**src/rtl/sha1_pkg.sv**
```systemverilog
// Shared SHA-1 constants, state types and round helper functions.
// Imported by the iterative core and by the single-round datapath slice.
package sha1_pkg;

    localparam logic [31:0] H0_INIT = 32'h67452301;
    localparam logic [31:0] H1_INIT = 32'hEFCDAB89;
    localparam logic [31:0] H2_INIT = 32'h98BADCFE;
    localparam logic [31:0] H3_INIT = 32'h10325476;
    localparam logic [31:0] H4_INIT = 32'hC3D2E1F0;

    localparam logic [31:0] K0 = 32'h5A827999;
    localparam logic [31:0] K1 = 32'h6ED9EBA1;
    localparam logic [31:0] K2 = 32'h8F1BBCDC;
    localparam logic [31:0] K3 = 32'hCA62C1D6;

    typedef enum logic [1:0] {
        IDLE   = 2'd0,
        ROUND  = 2'd1,
        UPDATE = 2'd2
    } sha1_fsm_t;

    typedef struct packed {
        logic [31:0] a;
        logic [31:0] b;
        logic [31:0] c;
        logic [31:0] d;
        logic [31:0] e;
    } sha1_state_t;

    localparam sha1_state_t IV_STATE = {H0_INIT, H1_INIT, H2_INIT, H3_INIT, H4_INIT};

    // Upper half of the doubled word shifted left is the left rotation.
    function automatic logic [31:0] rotl32(input logic [31:0] x, input logic [4:0] n);
        logic [63:0] dbl;
        dbl = {x, x} << n;
        return dbl[63:32];
    endfunction

    function automatic logic [31:0] f_ch(input logic [31:0] b, input logic [31:0] c,
                                         input logic [31:0] d);
        return (b & c) | (~b & d);
    endfunction

    function automatic logic [31:0] f_parity(input logic [31:0] b, input logic [31:0] c,
                                             input logic [31:0] d);
        return b ^ c ^ d;
    endfunction

    function automatic logic [31:0] f_maj(input logic [31:0] b, input logic [31:0] c,
                                          input logic [31:0] d);
        return (b & c) | (b & d) | (c & d);
    endfunction

endpackage

```
**src/rtl/sha1_round.sv**
```systemverilog
// One combinational SHA-1 compression round; the core chains several of these
// per clock to trade clock rate for latency.
module sha1_round
    import sha1_pkg::*;
(
    input  sha1_state_t st,
    input  logic [6:0]  idx,
    input  logic [31:0] w,
    output sha1_state_t st_next
);

    logic [31:0] f;
    logic [31:0] k;
    logic [31:0] temp;

    always_comb begin
        if (idx < 7'd20) begin
            f = f_ch(st.b, st.c, st.d);
            k = K0;
        end else if (idx < 7'd40) begin
            f = f_parity(st.b, st.c, st.d);
            k = K1;
        end else if (idx < 7'd60) begin
            f = f_maj(st.b, st.c, st.d);
            k = K2;
        end else begin
            f = f_parity(st.b, st.c, st.d);
            k = K3;
        end

        temp = rotl32(st.a, 5'd5) + f + st.e + k + w;

        st_next.a = temp;
        st_next.b = st.a;
        st_next.c = rotl32(st.b, 5'd30);
        st_next.d = st.c;
        st_next.e = st.d;
    end

endmodule

```
**src/rtl/sha1_core_iter.sv**
```systemverilog
// Iterative multi-block SHA-1 engine: accepts pre-padded 512-bit blocks,
// runs ROUNDS_PER_CYCLE rounds per clock and chains H across blocks.
module sha1_core_iter
    import sha1_pkg::*;
#(
    parameter int ROUNDS_PER_CYCLE = 1
)
(
    input  logic         clk,
    input  logic         rst_n,
    input  logic         blk_valid,
    output logic         blk_ready,
    input  logic [511:0] blk_data,
    input  logic         blk_first,
    input  logic         blk_last,
    output logic         busy,
    output logic         digest_valid,
    output logic [159:0] digest
);

    localparam int R  = ROUNDS_PER_CYCLE;
    localparam int NX = R + 16;

    if (!(R == 1 || R == 2 || R == 4 || R == 5 || R == 8 ||
          R == 10 || R == 16 || R == 20)) begin : g_bad_rpc
        $error("sha1_core_iter: ROUNDS_PER_CYCLE must divide 80 and be at most 20");
    end

    sha1_fsm_t   state;
    logic [6:0]  rnd;
    logic        last_q;
    logic        pub_q;
    sha1_state_t hq;
    sha1_state_t work;
    sha1_state_t h_sum;
    sha1_state_t round_out;
    logic [31:0] win     [16];
    logic [31:0] win_nxt [16];
    logic        accept;
    logic        round_done;

    assign accept     = (state == IDLE) && blk_ready && blk_valid;
    assign round_done = (rnd + 7'(R)) == 7'd80;

    // Rolling schedule: the window holds W[t..t+15]; extend it far enough to
    // feed every round of this cycle and to refill the window for the next.
    for (genvar i = 0; i < NX; i++) begin : g_ext
        logic [31:0] wx;
        if (i < 16) begin : g_win
            assign wx = win[i];
        end else begin : g_gen
            assign wx = rotl32(g_ext[i-3].wx ^ g_ext[i-8].wx ^
                               g_ext[i-14].wx ^ g_ext[i-16].wx, 5'd1);
        end
    end

    for (genvar i = 0; i < 16; i++) begin : g_wnext
        assign win_nxt[i] = g_ext[i+R].wx;
    end

    for (genvar j = 0; j < R; j++) begin : g_rnd
        sha1_state_t st_in;
        sha1_state_t st_out;
        if (j == 0) begin : g_head
            assign st_in = work;
        end else begin : g_link
            assign st_in = g_rnd[j-1].st_out;
        end
        sha1_round u_round (
            .st      (st_in),
            .idx     (rnd + 7'(j)),
            .w       (g_ext[j].wx),
            .st_next (st_out)
        );
    end

    assign round_out = g_rnd[R-1].st_out;

    assign h_sum.a = hq.a + work.a;
    assign h_sum.b = hq.b + work.b;
    assign h_sum.c = hq.c + work.c;
    assign h_sum.d = hq.d + work.d;
    assign h_sum.e = hq.e + work.e;

    // Working variables and schedule window carry no meaning outside a
    // block in flight, so they are loaded on accept rather than reset.
    always_ff @(posedge clk) begin
        if (accept) begin
            for (int i = 0; i < 16; i++) begin
                win[i] <= blk_data[511-32*i -: 32];
            end
            work <= blk_first ? IV_STATE : hq;
        end else if (state == ROUND) begin
            for (int i = 0; i < 16; i++) begin
                win[i] <= win_nxt[i];
            end
            work <= round_out;
        end
    end

    always_ff @(posedge clk or negedge rst_n) begin
        if (!rst_n) begin
            state        <= IDLE;
            blk_ready    <= 1'b0;
            busy         <= 1'b0;
            rnd          <= 7'd0;
            last_q       <= 1'b0;
            pub_q        <= 1'b0;
            digest_valid <= 1'b0;
            digest       <= '0;
            hq           <= IV_STATE;
        end else begin
            // Publish one cycle after UPDATE so the digest comes from the settled H.
            digest_valid <= pub_q;
            pub_q        <= 1'b0;
            if (pub_q) begin
                digest <= hq;
            end

            case (state)
                IDLE: begin
                    blk_ready <= 1'b1;
                    if (accept) begin
                        state     <= ROUND;
                        blk_ready <= 1'b0;
                        busy      <= 1'b1;
                        rnd       <= 7'd0;
                        last_q    <= blk_last;
                        if (blk_first) begin
                            hq <= IV_STATE;
                        end
                    end
                end
                ROUND: begin
                    if (round_done) begin
                        state <= UPDATE;
                        rnd   <= 7'd0;
                    end else begin
                        rnd <= rnd + 7'(R);
                    end
                end
                UPDATE: begin
                    hq        <= h_sum;
                    pub_q     <= last_q;
                    state     <= IDLE;
                    busy      <= 1'b0;
                    blk_ready <= 1'b1;
                end
                default: begin
                    state     <= IDLE;
                    busy      <= 1'b0;
                    blk_ready <= 1'b0;
                end
            endcase
        end
    end

endmodule

```
**config.mk**
```make
export PLATFORM = sky130hd
export DESIGN_NAME = sha1_core_iter
export DESIGN_NICKNAME = d
export VERILOG_FILES = /design/src/rtl/sha1_pkg.sv /design/src/rtl/sha1_round.sv /design/src/rtl/sha1_core_iter.sv
export SDC_FILE = /design/constraint.sdc
export NUM_CORES = 2
export LEC_CHECK = 0
export ABC_AREA = 1
export ABC_CLOCK_PERIOD_IN_PS = 23000
export BUFFER_PORTS_ARGS = -buffer_cell sky130_fd_sc_hd__buf_2
export CAP_MARGIN = 30
export CORE_UTILIZATION = 60
export CTS_CLUSTER_DIAMETER = 80
export DETAILED_ROUTE_END_ITERATION = 10
export PLACE_DENSITY = 0.83
export SYNTH_ARGS = -nofsm -noshare
export SYNTH_HDL_FRONTEND = slang
export SYNTH_HIERARCHICAL = 1
export SYNTH_SLANG_ARGS = --single-unit
export TNS_END_PERCENT = 30
```
**constraint.sdc**
```tcl
create_clock -name clk -period 23 [get_ports clk]
set_input_delay 4.6 -clock clk [delete_from_list [all_inputs] [get_ports clk]]
set_output_delay 4.6 -clock clk [all_outputs]
set_load 0.01 [all_outputs]
```
# Word level (Yosys, flattened, before mapping)
# Memory sizes are Yosys's and may differ from the RTL's.
# Index checks and enable logic that the tools add are counted.
[op_classes] n_lt_le_gt_ge=3 n_eq_ne=5 bitwise_logic=30 n_reduce_logical=11 n_mux=43 add_sub_neg=10
[ops] cell="32-bit 2-to-1 mux" n=21
[ops] cell="160-bit 2-to-1 mux" n=4
[ops] cell="160-bit one-hot mux with 2 select lines" n=1
[ops] cell="32-bit adder" n=9
[ops] cell="32-bit bitwise XOR" n=5
[ops] cell="32-bit bitwise AND" n=4
[ops] cell="32-bit bitwise OR" n=3
[ops] cell="32-bit NOT" n=1
[ops] cell="31-bit 2-to-1 mux" n=1
[ops] cell="1-bit bitwise OR" n=16
[ops] cell="7-bit by 6-bit less-than comparator with 1-bit output, second input constant" n=2
[ops] cell="7-bit 2-to-1 mux" n=2
[ops] cell="7-bit one-hot mux with 2 select lines" n=1
[ops] cell="2-bit AND reduction" n=5
[ops] cell="1-bit 2-to-1 mux" n=8
[ops] cell="7-bit by 1-bit adder with 7-bit output, second input constant" n=1
[ops] cell="7-bit == test, second input constant" n=1
[ops] cell="7-bit by 5-bit less-than comparator with 1-bit output, second input constant" n=1
[ops] cell="2-bit nonzero test" n=3
[ops] cell="2-bit 2-to-1 mux" n=2
[ops] cell="2-bit inequality test, second input constant" n=2
[ops] cell="2-bit one-hot mux with 2 select lines" n=1
[ops] cell="1-bit one-hot mux with 3 select lines" n=1
[ops] cell="2-bit by 1-bit == test with 1-bit output, second input constant" n=1
[ops] cell="other kinds (5)" n=6
[totals] register_bits=494 out_inout_bits=163 mem_count=1 elab_cells=121 in_bits=517 ramBits=512
[memory_table] memory="win" words=16 word_bits=32 read_ports=16 rd_clocked_by_memory_dff=0 write_ports=16 line="sha1_core_iter.sv:37" rtl="logic [31:0] win [16];"

# Depth between registers and ports, before layout
[logic_depth] word_depth=12 ltp_mapped=27

# By module
# Netlist, hierarchy kept.
[modules_own_cells] mod="sha1_core_iter" cells_each=6096 n_inst=1 seq_area_each_um2=28637.5 area_per_inst_um2=52132.5
[modules_own_cells] mod="sha1_round" cells_each=1025 n_inst=1 seq_area_each_um2=0.0 area_per_inst_um2=7173.1

# Least setup slack after synthesis
# No wires, ideal clock.
[synth_path] path_type="in2reg" start="input port blk_valid" end="register rnd[1]" arrival_ns=20.501 path_stages=4 setup_slack_ns=2.360 path_buffers=0 setup_time_ns=0.139 cell_sequence="nand3_2 > nand2_1 > inv_1 > a22o_1"
[synth_between] elab_chain_cells=3
[synth_lines] element="start: declaration" line="sha1_core_iter.sv:11" rtl="input logic blk_valid,"
[synth_lines] element="1-bit logical AND" line="sha1_core_iter.sv:42" rtl="assign accept = (state == IDLE) && blk_ready && blk_valid;"
[synth_lines] element="2-bit inequality test (no line)"
[synth_lines] element="2-bit AND reduction (no line)"
[synth_lines] element="end signal: assignment" line="sha1_core_iter.sv:139" rtl="rnd <= rnd + 7'(R);"
[synth_lines] element="end: declaration" line="sha1_core_iter.sv:30" rtl="logic [6:0] rnd;"
# Every way passes these cells.
# A chain may end at the register's enable or synchronous reset.

# Worst setup path after layout
[layout_path] start="input port blk_valid" end="register work (netlist bit g_rnd[0].st_in[158]), enable pin"
[layout_between] elab_chain_cells=2
[layout_lines] element="1-bit logical AND" line="sha1_core_iter.sv:42"
[layout_lines] element="2-bit nonzero test (no line)"
[layout_lines] element="end signal: assignment" line="sha1_core_iter.sv:92" rtl="work <= blk_first ? IV_STATE : hq;"
[layout_lines] element="end signal: assignment" line="sha1_core_iter.sv:97" rtl="work <= round_out;"
[layout_lines] element="end: declaration" line="sha1_core_iter.sv:34" rtl="sha1_state_t work;"
# Every way passes these cells.

==> metrics.md <==
| Metric | Value |
|---|---|
| Run status | `finished with violations` |
| Failing checks | `DRC` |
| Worst Reg2Reg Path Length in Cells | `23` |
| Largest net degree at the start of global routing | `198` |
| Post-CTS setup buffer count | `0` |
| Sequential area share after synthesis | `48.3%` |
| Beginning of the worst hold path | `hq[150]` |
| Critical path class | `in -> reg` |
| Max Freq | `133 MHz` |
| XOR/XNOR Fraction of Synth Area | `2.58%` |
| Largest family of logic cells by synthesized area | `simple AND/OR/NAND/NOR gates` |
| Row count | `114` |
| Register share of total power | `51.1%` |
| Clk_skew | `48.2 ps` |
| Max_cap viols | `0` |
| Layout cells sized above 1 | `13.8%` |
| Clk buf depth | `3` |
| Worst R2R End | `g_rnd[0].st_in[157]` |
| Multiplexer share of the synthesized area | `0.873%` |
| Routed WL | `220000 um` |
| Top_reg_cell synth | `edfxtp_1` |
| Initial Util | `61.0%` |
| Clock-pin slew on the worst setup and hold paths | `70 ps` |
| Power per cell area | `56.3 nW/um^2` |
| H-tree Lvls | `3` |
| CP Capture Type | `flip-flop` |
| Post-Syn Area | `59300 um^2` |
| PostCTS Resize Cnt | `0` |
| GPL Wtd Cong | `1.03` |
| Yosys warnings | `6` |
| Max VDD drop | `0.0000605 V` |
| Placed cells | `8756` |
| Hold path depth | `2` |
| CTS Buf Count | `104` |
| Crit Path Max Fanout | `70` |
| Die X | `316 um` |
| Synthesized instance count | `7121` |
| # hold bufs at CTS | `0` |
| Reg area | `28600 um^2` |
| CTS Root Cell | `clkbuf_16` |
| Final #Nets | `8426` |
| Tcrit/Tclk final | `32.7%` |
| Slew @ Worst Pin | `1130 ps` |
| Adder-Cell Fraction of Synth Area | `8.29%` |
| Die ar. | `100000 um^2` |
| Fillers | `7744` |
| Mapped Nets | `7956` |
| IO buf count | `679` |
| Antenna violations before repair | `47` |
| Routed len/inst | `24.4 um` |
| Total power | `0.00375 W` |
| Clk sinks | `1006` |
| Switching Fraction | `21.6%` |
| Pre-antenna DRT Iters | `11` |
| Worst path required time | `23330 ps` |
| WP data arrival | `7860 ps` |
| # setup viols final | `0` |
| CP Launch Type | `input port` |
| Yosys reg bits | `1006` |
| Drt drc | `2` |
| HPWL after DPL | `165000 um` |
| Number of nets with antenna violations after routing | `0` |
| Async set-reset flop share out of synthesis | `33.2%` |
| Max-slew violation count | `0` |
| Via density | `5.88` |
| Clock Power Share | `47.0%` |
| Netlist cell types | `56` |
| Simple-Gate Fraction of Synth Area | `23.9%` |
| Final Hold Viols | `0` |
| Worst reg2reg startpoint | `rnd[5]` |
| Syn Area/Cell | `8.33 um^2` |
| Vias | `52.9k` |
| First-pass GRT wire length | `314000 um` |
| IO Pins | `680` |
| Layout area overhead | `12.2%` |
| Worst skew pair latency | `750 ps` |
| Hold Crit Class | `reg -> reg` |
| Total track usage | `43.3%` |
| Setup TNS | `0 ps` |
| Total internal power | `0.00294 W` |
| Combinational power share | `1.9%` |
| Worst hold endpoint | `hq[150]` |
| Slew margin rel. | `24.8%` |
| Worst R2R Setup Slack | `17330 ps` |
| TritonCTS clock tree | `done` |
| GR Overflow Total | `0` |
| NetSw | `0.000810 W` |
| Multi-input gate area | `25900 um^2` |
| Fraction of the mapped netlist area in compound gates | `8.01%` |
| First DRT Iteration DRCs | `7356` |
| Fin cells | `8991` |
| RSZ-0062 raised after global routing | `false` |
| Number of synthesized flops with an enable pin | `672` |
| Vias in the first global route | `49.7k` |
| Leakage | `33.0 nW` |
| Core ar. | `97300 um^2` |
| Die height | `316 um` |
| Tmin final | `7530 ps` |
[sequential cells by signal (all words and copies together), names as in the netlist]
signal        count
last_q            1
pub_q             1
blk_ready         1
state             2
digest          160
digest_valid      1
win             512
g_rnd.st_in     160
busy              1
hq              160
rnd               7
[critical path: stages]
cell	delay, ps
buf_2	130
nand3_4	160
nand2_4	650
buf_4	610
buf_4	420
buf_16	310
buf_4	800
[cell type report]
class	instances	area share [%]
Antenna cell	35	0.132
Clock buffer	155	4.63
Clock inverter	40	0.664
Inverter	749	4.25
Multi-Input combinational cell	5005	39.0
Sequential cell	1006	43.1
Tap cell	1276	2.40
Timing Repair Buffer	725	5.89
[synthesized netlist by cell type, drive strengths merged, types with 36 or more instances]
| library cell | n | area, um^2 |
|---|---|---|
| inv | 749 | 2810 |
| dfrtp | 254 | 6360 |
| buf | 228 | 1460 |
| nand2 | 2775 | 10400 |
| xnor2 | 132 | 1160 |
| a21oi | 368 | 1840 |
| dfstp | 80 | 2100 |
| nand3 | 258 | 1320 |
| o21ai | 324 | 1620 |
| nor2 | 458 | 1740 |
| mux2 | 46 | 518 |
| nor3 | 38 | 195 |
| ha | 193 | 2410 |
| clkbuf | 133 | 499 |
| xor2 | 43 | 377 |
| o21bai | 36 | 270 |
| edfxtp | 672 | 20200 |
| fa | 125 | 2500 |
[power groups by stage]
stage / sequential, W / clock [W] / combinational, W
after floorplan: 0.00195 / 0 / 0.000000950
after global placement: 0.00195 / 0 / 0.0000711
after detailed placement: 0.00195 / 0 / 0.0000700
after CTS: 0.00191 / 0.00176 / 0.0000704
after global routing: 0.00191 / 0.00183 / 0.0000747
final: 0.00191 / 0.00176 / 0.0000712
[through the flow]
step | cell area, um^2 | hold slack (ps) | utilization, % | setup slack (ps)
2_1_floorplan | 59300 | 406 | - | 2360
3_3_place_gp | 62700 | 470 | 64.5 | 14210
3_5_place_dp | 62800 | 472 | 64.5 | 14150
4_1_cts | 66300 | 483 | 68.2 | 14900
5_1_grt | 66500 | 505 | 68.4 | 15320
6_report | 66500 | 484 | 68.4 | 15470
[cells in the final DEF, fill, tap and decap left out, drive strengths merged, types with 21 or more instances in the layout]
| master | n |
|---|---|
| o211ai | 24 |
| diode | 35 |
| nand3 | 258 |
| o21ai | 324 |
| mux2 | 46 |
| nor3 | 38 |
| ha | 193 |
| o21bai | 36 |
| dfrtp | 254 |
| xnor2 | 132 |
| a21oi | 368 |
| nand4 | 28 |
| dfstp | 80 |
| a31oi | 29 |
| xor2 | 43 |
| clkbuf | 155 |
| inv | 756 |
| fa | 125 |
| nor2 | 458 |
| nand2 | 2775 |
| buf | 725 |
| clkinv | 24 |
| o22ai | 21 |
| edfxtp | 672 |
[layer usage]
metal | global-route usage, % | routed length [um] | up-vias
li1 | - | - | 23786
met1 | 54.1 | 79000 | 24903
met2 | 66.1 | 98000 | 3406
met3 | 10.9 | 24900 | 760
met4 | 30.1 | 17600 | 26
met5 | 0 | 154 | -
[cell families after synthesis]
family | after synthesis
adders and majority gates | 318
DFF | 1006
buffers and inverters | 1110
and+or+nand+nor | 3601
muxes | 46
xor gates and xnor gates | 175
AOI/OAI and AO/OA | 865
[how the worst max path moves through the flow]
stage               slack (ps)             endpoint       from
floorplan                 2360               rnd[1]  blk_valid
global placement         14210  g_rnd[0].st_in[147]  blk_valid
detailed placement       14150  g_rnd[0].st_in[155]  blk_valid
CTS                      14900  g_rnd[0].st_in[156]  blk_valid
global route             15320  g_rnd[0].st_in[158]  blk_valid
finish                   15470  g_rnd[0].st_in[158]  blk_valid
(Power assumes the default switching activity.)
